<file path="config.mk">
export PLATFORM = sky130hd
export DESIGN_NAME = sync_fifo
export DESIGN_NICKNAME = d
export VERILOG_FILES = /design/src/rtl/sync_fifo.sv
export SDC_FILE = /design/constraint.sdc
export NUM_CORES = 1
export LEC_CHECK = 0
export CAP_MARGIN = 20
export CORE_ASPECT_RATIO = 0.6
export CORE_UTILIZATION = 50
export CTS_CLUSTER_DIAMETER = 100
export DETAILED_ROUTE_END_ITERATION = 10
export PLACE_DENSITY = 0.66
export SKIP_LAST_GASP = 1
export SYNTH_ARGS = -nofsm -noshare
export SYNTH_HDL_FRONTEND = slang
export SYNTH_SLANG_ARGS = --single-unit
</file>
<file path="constraint.sdc">
create_clock -name clk -period 3.2 [get_ports clk]
set_input_delay 0.96 -clock clk [delete_from_list [all_inputs] [get_ports clk]]
set_output_delay 0.96 -clock clk [all_outputs]
set_load 0.05 [all_outputs]
</file>
<file path="src/rtl/sync_fifo.sv">
// Single-clock FIFO with registered read data and full/empty flags.
// Pointers carry one extra wrap bit so full and empty are distinguishable.
module sync_fifo #(
  parameter int unsigned Addr_width = 5,
  parameter int unsigned Data_width = 8
) (
  input  logic                  clk,
  input  logic                  rst,
  input  logic                  Wr_en,
  input  logic [Data_width-1:0] Wr_data,
  input  logic                  Rd_en,
  output logic [Data_width-1:0] Rd_data,
  output logic                  Full,
  output logic                  Empty
);

  localparam int unsigned Depth = 2 ** Addr_width;
  localparam logic [Addr_width:0] PtrOne = (Addr_width + 1)'(1);

  logic [Data_width-1:0] mem_q [Depth];
  logic [Addr_width:0]   wr_ptr_q, wr_ptr_d;
  logic [Addr_width:0]   rd_ptr_q, rd_ptr_d;
  logic [Data_width-1:0] rd_data_q, rd_data_d;
  logic                  wr_accept, rd_accept;
  logic [Addr_width-1:0] wr_addr, rd_addr;

  assign wr_addr = wr_ptr_q[Addr_width-1:0];
  assign rd_addr = rd_ptr_q[Addr_width-1:0];

  assign Empty = (wr_ptr_q == rd_ptr_q);
  assign Full  = (wr_addr == rd_addr) && (wr_ptr_q[Addr_width] != rd_ptr_q[Addr_width]);

  // Each side judged on current flags only; no empty-FIFO bypass.
  assign wr_accept = Wr_en & ~Full;
  assign rd_accept = Rd_en & ~Empty;

  always_comb begin
    wr_ptr_d  = wr_ptr_q;
    rd_ptr_d  = rd_ptr_q;
    rd_data_d = rd_data_q;
    if (wr_accept) begin
      wr_ptr_d = wr_ptr_q + PtrOne;
    end
    if (rd_accept) begin
      rd_ptr_d  = rd_ptr_q + PtrOne;
      rd_data_d = mem_q[rd_addr];
    end
  end

  always_ff @(posedge clk or posedge rst) begin
    if (rst) begin
      wr_ptr_q  <= '0;
      rd_ptr_q  <= '0;
      rd_data_q <= '0;
    end else begin
      wr_ptr_q  <= wr_ptr_d;
      rd_ptr_q  <= rd_ptr_d;
      rd_data_q <= rd_data_d;
    end
  end

  // Storage is deliberately left out of reset.
  always_ff @(posedge clk) begin
    if (wr_accept) begin
      mem_q[wr_addr] <= Wr_data;
    end
  end

  assign Rd_data = rd_data_q;

endmodule

</file>
==> results of run 1 <==
## cells by family (layout without fill, tap and decap cells)
family / count (synthesis) / after routing / share of synthesized area [%]
AO/OA/AOI/OAI: 66 / 66 / 4.313
XOR/XNOR: 16 / 16 / 1.288
adder cells (fa/ha/maj): 5 / 5 / 0.5751
buffers and inverters: 35 / 120 / 1.679
flip-flops: 276 / 276 / 75.27
multiplexers: 89 / 89 / 13.99
AND/OR/NAND/NOR: 67 / 67 / 2.887
## state kept, by name, indices dropped and copies added, names as in the netlist
register / cells
Rd_data: 8
mem_q: 256
rd_ptr_q: 6
wr_ptr_q: 6
## path summary, 6_finish.rpt
| check | startpoint | to | slack, ns | cells after the start |
|---|---|---|---|---|
| setup / recovery | wr_ptr_q[3] | Full | 0.18 | 4 |
| hold / removal | wr_ptr_q[5] | wr_ptr_q[5] | 0.50 | 1 |
| setup reg to reg | wr_ptr_q[3] | mem_q[0][3] | 0.55 | 7 |
| hold reg to reg | wr_ptr_q[5] | wr_ptr_q[5] | 0.50 | 1 |
| max in group asynchronous | rst | rd_ptr_q[0] | 1.75 | 2 |
| min in group asynchronous | rst | wr_ptr_q[5] | 0.89 | 2 |
## final cells by class
cell class                      count  area (um2)
Tap cell                          279       349.1
Multi-Input combinational cell    243        2525
Sequential cell                   276        8193
Clock inverter                     17       88.84
Inverter                            5       18.77
Fill cell                        1525        8722
Clock buffer                       30       686.9
Timing Repair Buffer               68       603.1
## stage by stage
stage                     power [mW]  instance area, um2
final                          10.75               12460
after floorplan                6.875               10880
after global routing           11.17               12460
after detailed placement       7.972               11690
after CTS                      10.79               12460
after global placement         7.903               11670
## report_power, final
group	leakage, nW	switching, mW	total [mW]	internal (mW)
logic	1.27	2.00	3.38	1.38
clock network	0.376	1.30	2.83	1.54
registers	2.55	0.248	4.54	4.29
## per-layer routing
| metal | global-route usage [%] | up-vias | part of all wire (%) |
|---|---|---|---|
| met3 | 5.108 | 37 | 10 |
| met2 | 33.69 | 296 | 43 |
| met5 | 0 | - | 0 |
| met1 | 39.30 | 2914 | 46 |
| li1 | - | 2387 | - |
| met4 | 4.672 | 0 | 1.8 |
## synthesized netlist by cell type, types with 2 or more instances
cell and n:
a211oi_1 7, mux2i_1 38, mux2_2 2, or3b_2 2, nand3b_1 3, nand3_1 4, and3_1 6, clkbuf_1 5
a22oi_1 8, o221ai_1 8, a21oi_1 16, nand4_1 2, edfxtp_1 256, buf_4 6, mux4_2 45, ha_1 5
nor2_1 35, nand2_1 8, inv_1 5, xor2_1 7, buf_2 17, o21ai_0 8, dfrtp_1 20, a22o_1 8
nor2b_1 2, mux4_1 4, xnor2_1 9, o22ai_1 7
==> impl_metrics.yaml, run 1 <==
grt:
  grt_max_degree: 82
  grt_first_pass_wirelength_mm: 38.05
  grt_use_total_pct: 24.18
  grt_pass1_vias: 5589
  grt_overflow: 0
  antenna_found_initial: 0
die:
  core_um2: 21190
  fp.dieH_um: 116.3
  row_count: 41
  die_area_um2: 22370
  ios: 22
  floorplan.initialDensity_pct: 51.34
  die_w_um: 192.4
route:
  detail-route-antenna-nets: 0
  drt_iter0_drc: 677
  drt-pass1-iter-count: 5
  finalWirelength_mm: 25.62
  vias_per_cell: 6.137
  wl_per_cell_um: 27.91
  drc: 0
  vias: 5634
cts:
  cts_setup_buffers: 0
  cts_resized: 0
  cts_hold_buf: 0
  cts_tree: "built"
  clk_latency_ns: 0.53
  clockBufferDepth: 3
  cts.sinks: 276
  clkSlewWorstSetupHoldPaths_ns: 0.07
  h-tree-depth: 1
  root_buffer: "clkbuf_16"
  cts_buffers: 26
setup_path:
  worst_path_max_delay_cell: "dfrtp_1"
  crit_path_end_kind: "primary output"
  crit_family: "flip-flops"
  slowest_delay_ns: 0.54
  path_cells: "xor2_1, nor2_1, and3_1, buf_12"
  crit_buf_inv: 1
  cp.arrival_ns: 2.06
  required_ns: 2.24
  setup.worst_path.class: "reg -> out"
  crit_fanout: 9
  start_kind: "register"
logic_synthesis:
  syn_area_um2: 10880
  async_flop_share_pct: 7.246
  synthTopCellsByArea: "edfxtp_1 71%, mux4_2 9.3%, dfrtp_1 4.6%"
  synth-edff-count: 256
  ys_seq_elements: 276
  synth_top_area_share_pct: 70.67
  yosys_most_used_dff: "edfxtp_1"
  synth_cell_types: 39
  yosysWarnings: 0
  synth_area_leader_cell: "edfxtp_1"
  synthCells: 554
  yosysSeqAreaShare_pct: 75.27
  synth_nets: 571
  synth_area_per_cell_um2: 19.64
layout:
  fin_util_pct: 58.83
  area_growth_pct: 14.59
  stdcell_count: 918
  final_common_cell: "edfxtp_1"
  insertedDiodeCount: 0
  drive_gt1_share_pct: 22.69
  final_nets: 637
  final_cell_mix: "256 x edfxtp_1, 45 x mux4_2, 45 x buf_4"
timing:
  whs_ns: 0.4978
  min_period_over_period_pct: 94.28
  setup_slack_ns: 0.1830
  clock.fmax_mhz: 331.5
  rsz0062_at_grt: "no"
  tns_ns: 0
  clock_skew_ns: 0.007036
  worstMarginPinSlew_ns: 0.7768
  fin_crit_ns: 3.017
  slew_violations: 0
  relSlewSlack_pct: 48.10
  finalSetupViolCount: 0
  hold_viol: 0
place:
  io_buffer_count: 21
  gp_congestion: 0.8246
  pre_cts_slack_ns: 0.2381
  placed_cells: 871
  dp_hpwl_mm: 15.94
flow_run:
  drv_cap: 0
status:
  status: "finished clean"
power:
  leakagePower_nw: 4.190
  peakVddDrop_mv: 0.4599
  pwr_density_cell_nw_per_um2: 862.5
hold_path:
  holdCritPathClass: "reg -> reg"
No activity file was read; power rests on OpenSTA's default activity.
==> inputs of run 2 (changes only) <==
--- a/config.mk
+++ b/config.mk
@@ -6,11 +6,13 @@
 export NUM_CORES = 1
 export LEC_CHECK = 0
 export CAP_MARGIN = 20
+export CELL_PAD_IN_SITES_DETAIL_PLACEMENT = 0
+export CELL_PAD_IN_SITES_GLOBAL_PLACEMENT = 2
 export CORE_ASPECT_RATIO = 0.6
-export CORE_UTILIZATION = 50
+export CORE_UTILIZATION = 40
 export CTS_CLUSTER_DIAMETER = 100
 export DETAILED_ROUTE_END_ITERATION = 10
-export PLACE_DENSITY = 0.66
+export PLACE_DENSITY = 0.67
 export SKIP_LAST_GASP = 1
 export SYNTH_ARGS = -nofsm -noshare
 export SYNTH_HDL_FRONTEND = slang
==> run 2 against run 1 <==
  * Setup slack got worse by 0.057 ns
  * Clock power increased by 6%
  * Combinational power increased by 3%
  * Clock-buffer cell count increased by 2
  * Clock skew increased by 0.0098 ns
  * Sequential power about the same
  * Final area increased by 1.4%
  * Largest cell class unchanged
  * Highest routed layer unchanged
==> impl_metrics.yaml, run 2 (synthesis results as in run 1) <==
status:
  status: "finished clean"
setup_path:
  required_ns: 2.24
  path_cells: "xor2_1, nor2_1, and3_1, buf_12"
  cp.arrival_ns: 2.11
  crit_buf_inv: 1
  crit_family: "flip-flops"
  crit_path_end_kind: "primary output"
  start_kind: "register"
  slowest_delay_ns: 0.62
  crit_fanout: 9
  setup.worst_path.class: "reg -> out"
  worst_path_max_delay_cell: "dfrtp_1"
die:
  fp.dieH_um: 129.7
  floorplan.initialDensity_pct: 41.00
  ios: 22
  die_area_um2: 27880
  core_um2: 26530
  row_count: 46
  die_w_um: 214.9
cts:
  clockBufferDepth: 3
  h-tree-depth: 1
  root_buffer: "clkbuf_16"
  cts.sinks: 276
  cts_buffers: 26
  cts_tree: "built"
  cts_setup_buffers: 0
  clkSlewWorstSetupHoldPaths_ns: 0.06
  clk_latency_ns: 0.54
timing:
  finalSetupViolCount: 0
  rsz0062_at_grt: "no"
  fin_crit_ns: 3.074
  hold_viol: 0
  slew_violations: 0
  clock_skew_ns: 0.01682
  relSlewSlack_pct: 24.19
  clock.fmax_mhz: 325.3
  worstMarginPinSlew_ns: 1.133
  min_period_over_period_pct: 96.06
  tns_ns: 0
layout:
  final_cell_area_um2: 12640
  final_cell_mix: "256 x edfxtp_1, 52 x buf_4, 45 x mux4_2"
  largest_reg_flops: 256
  drive_gt1_share_pct: 22.83
  largest_register: "mem_q"
  final_common_cell: "edfxtp_1"
  area_growth_pct: 16.21
  fin_util_pct: 47.64
  final_nets: 643
route:
  drt_iter0_drc: 513
  detail-route-antenna-nets: 0
  finalWirelength_mm: 25.60
  vias: 5526
  drt-pass1-iter-count: 4
  vias_per_cell: 5.499
  wl_per_cell_um: 25.47
  drc: 0
place:
  gp_congestion: 0.7677
  dpl_cell_area_um2: 11830
  io_buffer_count: 21
  dp_hpwl_mm: 15.80
grt:
  grt_pass1_vias: 5589
  grt_overflow: 0
  grt_first_pass_wirelength_mm: 37.85
  grt_max_degree: 55
  antenna_found_initial: 0
  grt_use_total_pct: 18.97
flow_run:
  drv_cap: 0
hold_path:
  holdCritPathClass: "reg -> reg"
power:
  leakagePower_nw: 4.236
  pwr_density_cell_nw_per_um2: 870.2
  peakVddDrop_mv: 0.5162
-- run 2: metrics by stage --
stage / setup slack, ns / hold slack, ns / cells / total power [mW]
after floorplan: 0.5741 / 0.4607 / 554 / 6.875
final: 0.1260 / 0.4879 / 1005 / 11.00
after global placement: 0.4190 / 0.4762 / 958 / 8.063
after global routing: 0.03582 / 0.5407 / 1004 / 11.46
after detailed placement: 0.3757 / 0.4806 / 958 / 8.094
after CTS: 0.05086 / 0.4914 / 1004 / 11.08
-- run 2: layout make-up --
cell class / instances / area (um2)
diodes: 1 / 2.502
clock buffers: 32 / 694.4
clock inverters: 14 / 115.1
fillers: 2207 / 13890
inverters: 5 / 18.77
multi-input cells: 243 / 2525
flip-flops and latches: 276 / 8194
well taps: 360 / 450.4
repair buffers: 74 / 640.6
-- run 2: path summary, 6_finish.rpt --
check / slack, ns / end / cells after the start / startpoint
worst max-delay path: 0.13 / Full / 4 / wr_ptr_q[3]
worst min-delay path: 0.49 / rd_ptr_q[5] / 1 / rd_ptr_q[5]
worst max register to register: 0.46 / Rd_data[5] / 5 / wr_ptr_q[3]
worst min register to register: 0.49 / rd_ptr_q[5] / 1 / rd_ptr_q[5]
max in group asynchronous: 2.18 / rd_ptr_q[0] / 3 / rst
min in group asynchronous: 0.76 / wr_ptr_q[0] / 3 / rst
-- run 2: metal layers --
layer  track usage [%]  part of all wire [%]  vias to the layer above
met5                 0                     0                        -
met4             4.412                   2.0                        0
met3             3.077                   5.3                       37
met2             27.39                    43                      147
met1             30.03                    50                     2939
li1                  -                     -                     2403
-- run 2: power breakdown --
part           switching [mW]  internal (mW)  total (mW)
Combinational            2.08           1.41        3.48
Sequential              0.239           4.29        4.53
Clock                    1.29           1.69        2.99
Total                    3.61           7.39        11.0
-- run 2: repair_timing --
item                       4_1_cts  5_1_grt
hold buffers                     0        0
resized for setup                0        1
setup endpoints to repair        0        1
-- run 2: worst reg2reg max path, stage by stage (launching register included) --
cell and delay [ns]:
dfrtp_1 0.62, xor2_1 0.24, o41ai_4 1.05, buf_4 0.33, a21oi_1 0.13, a22o_1 0.25
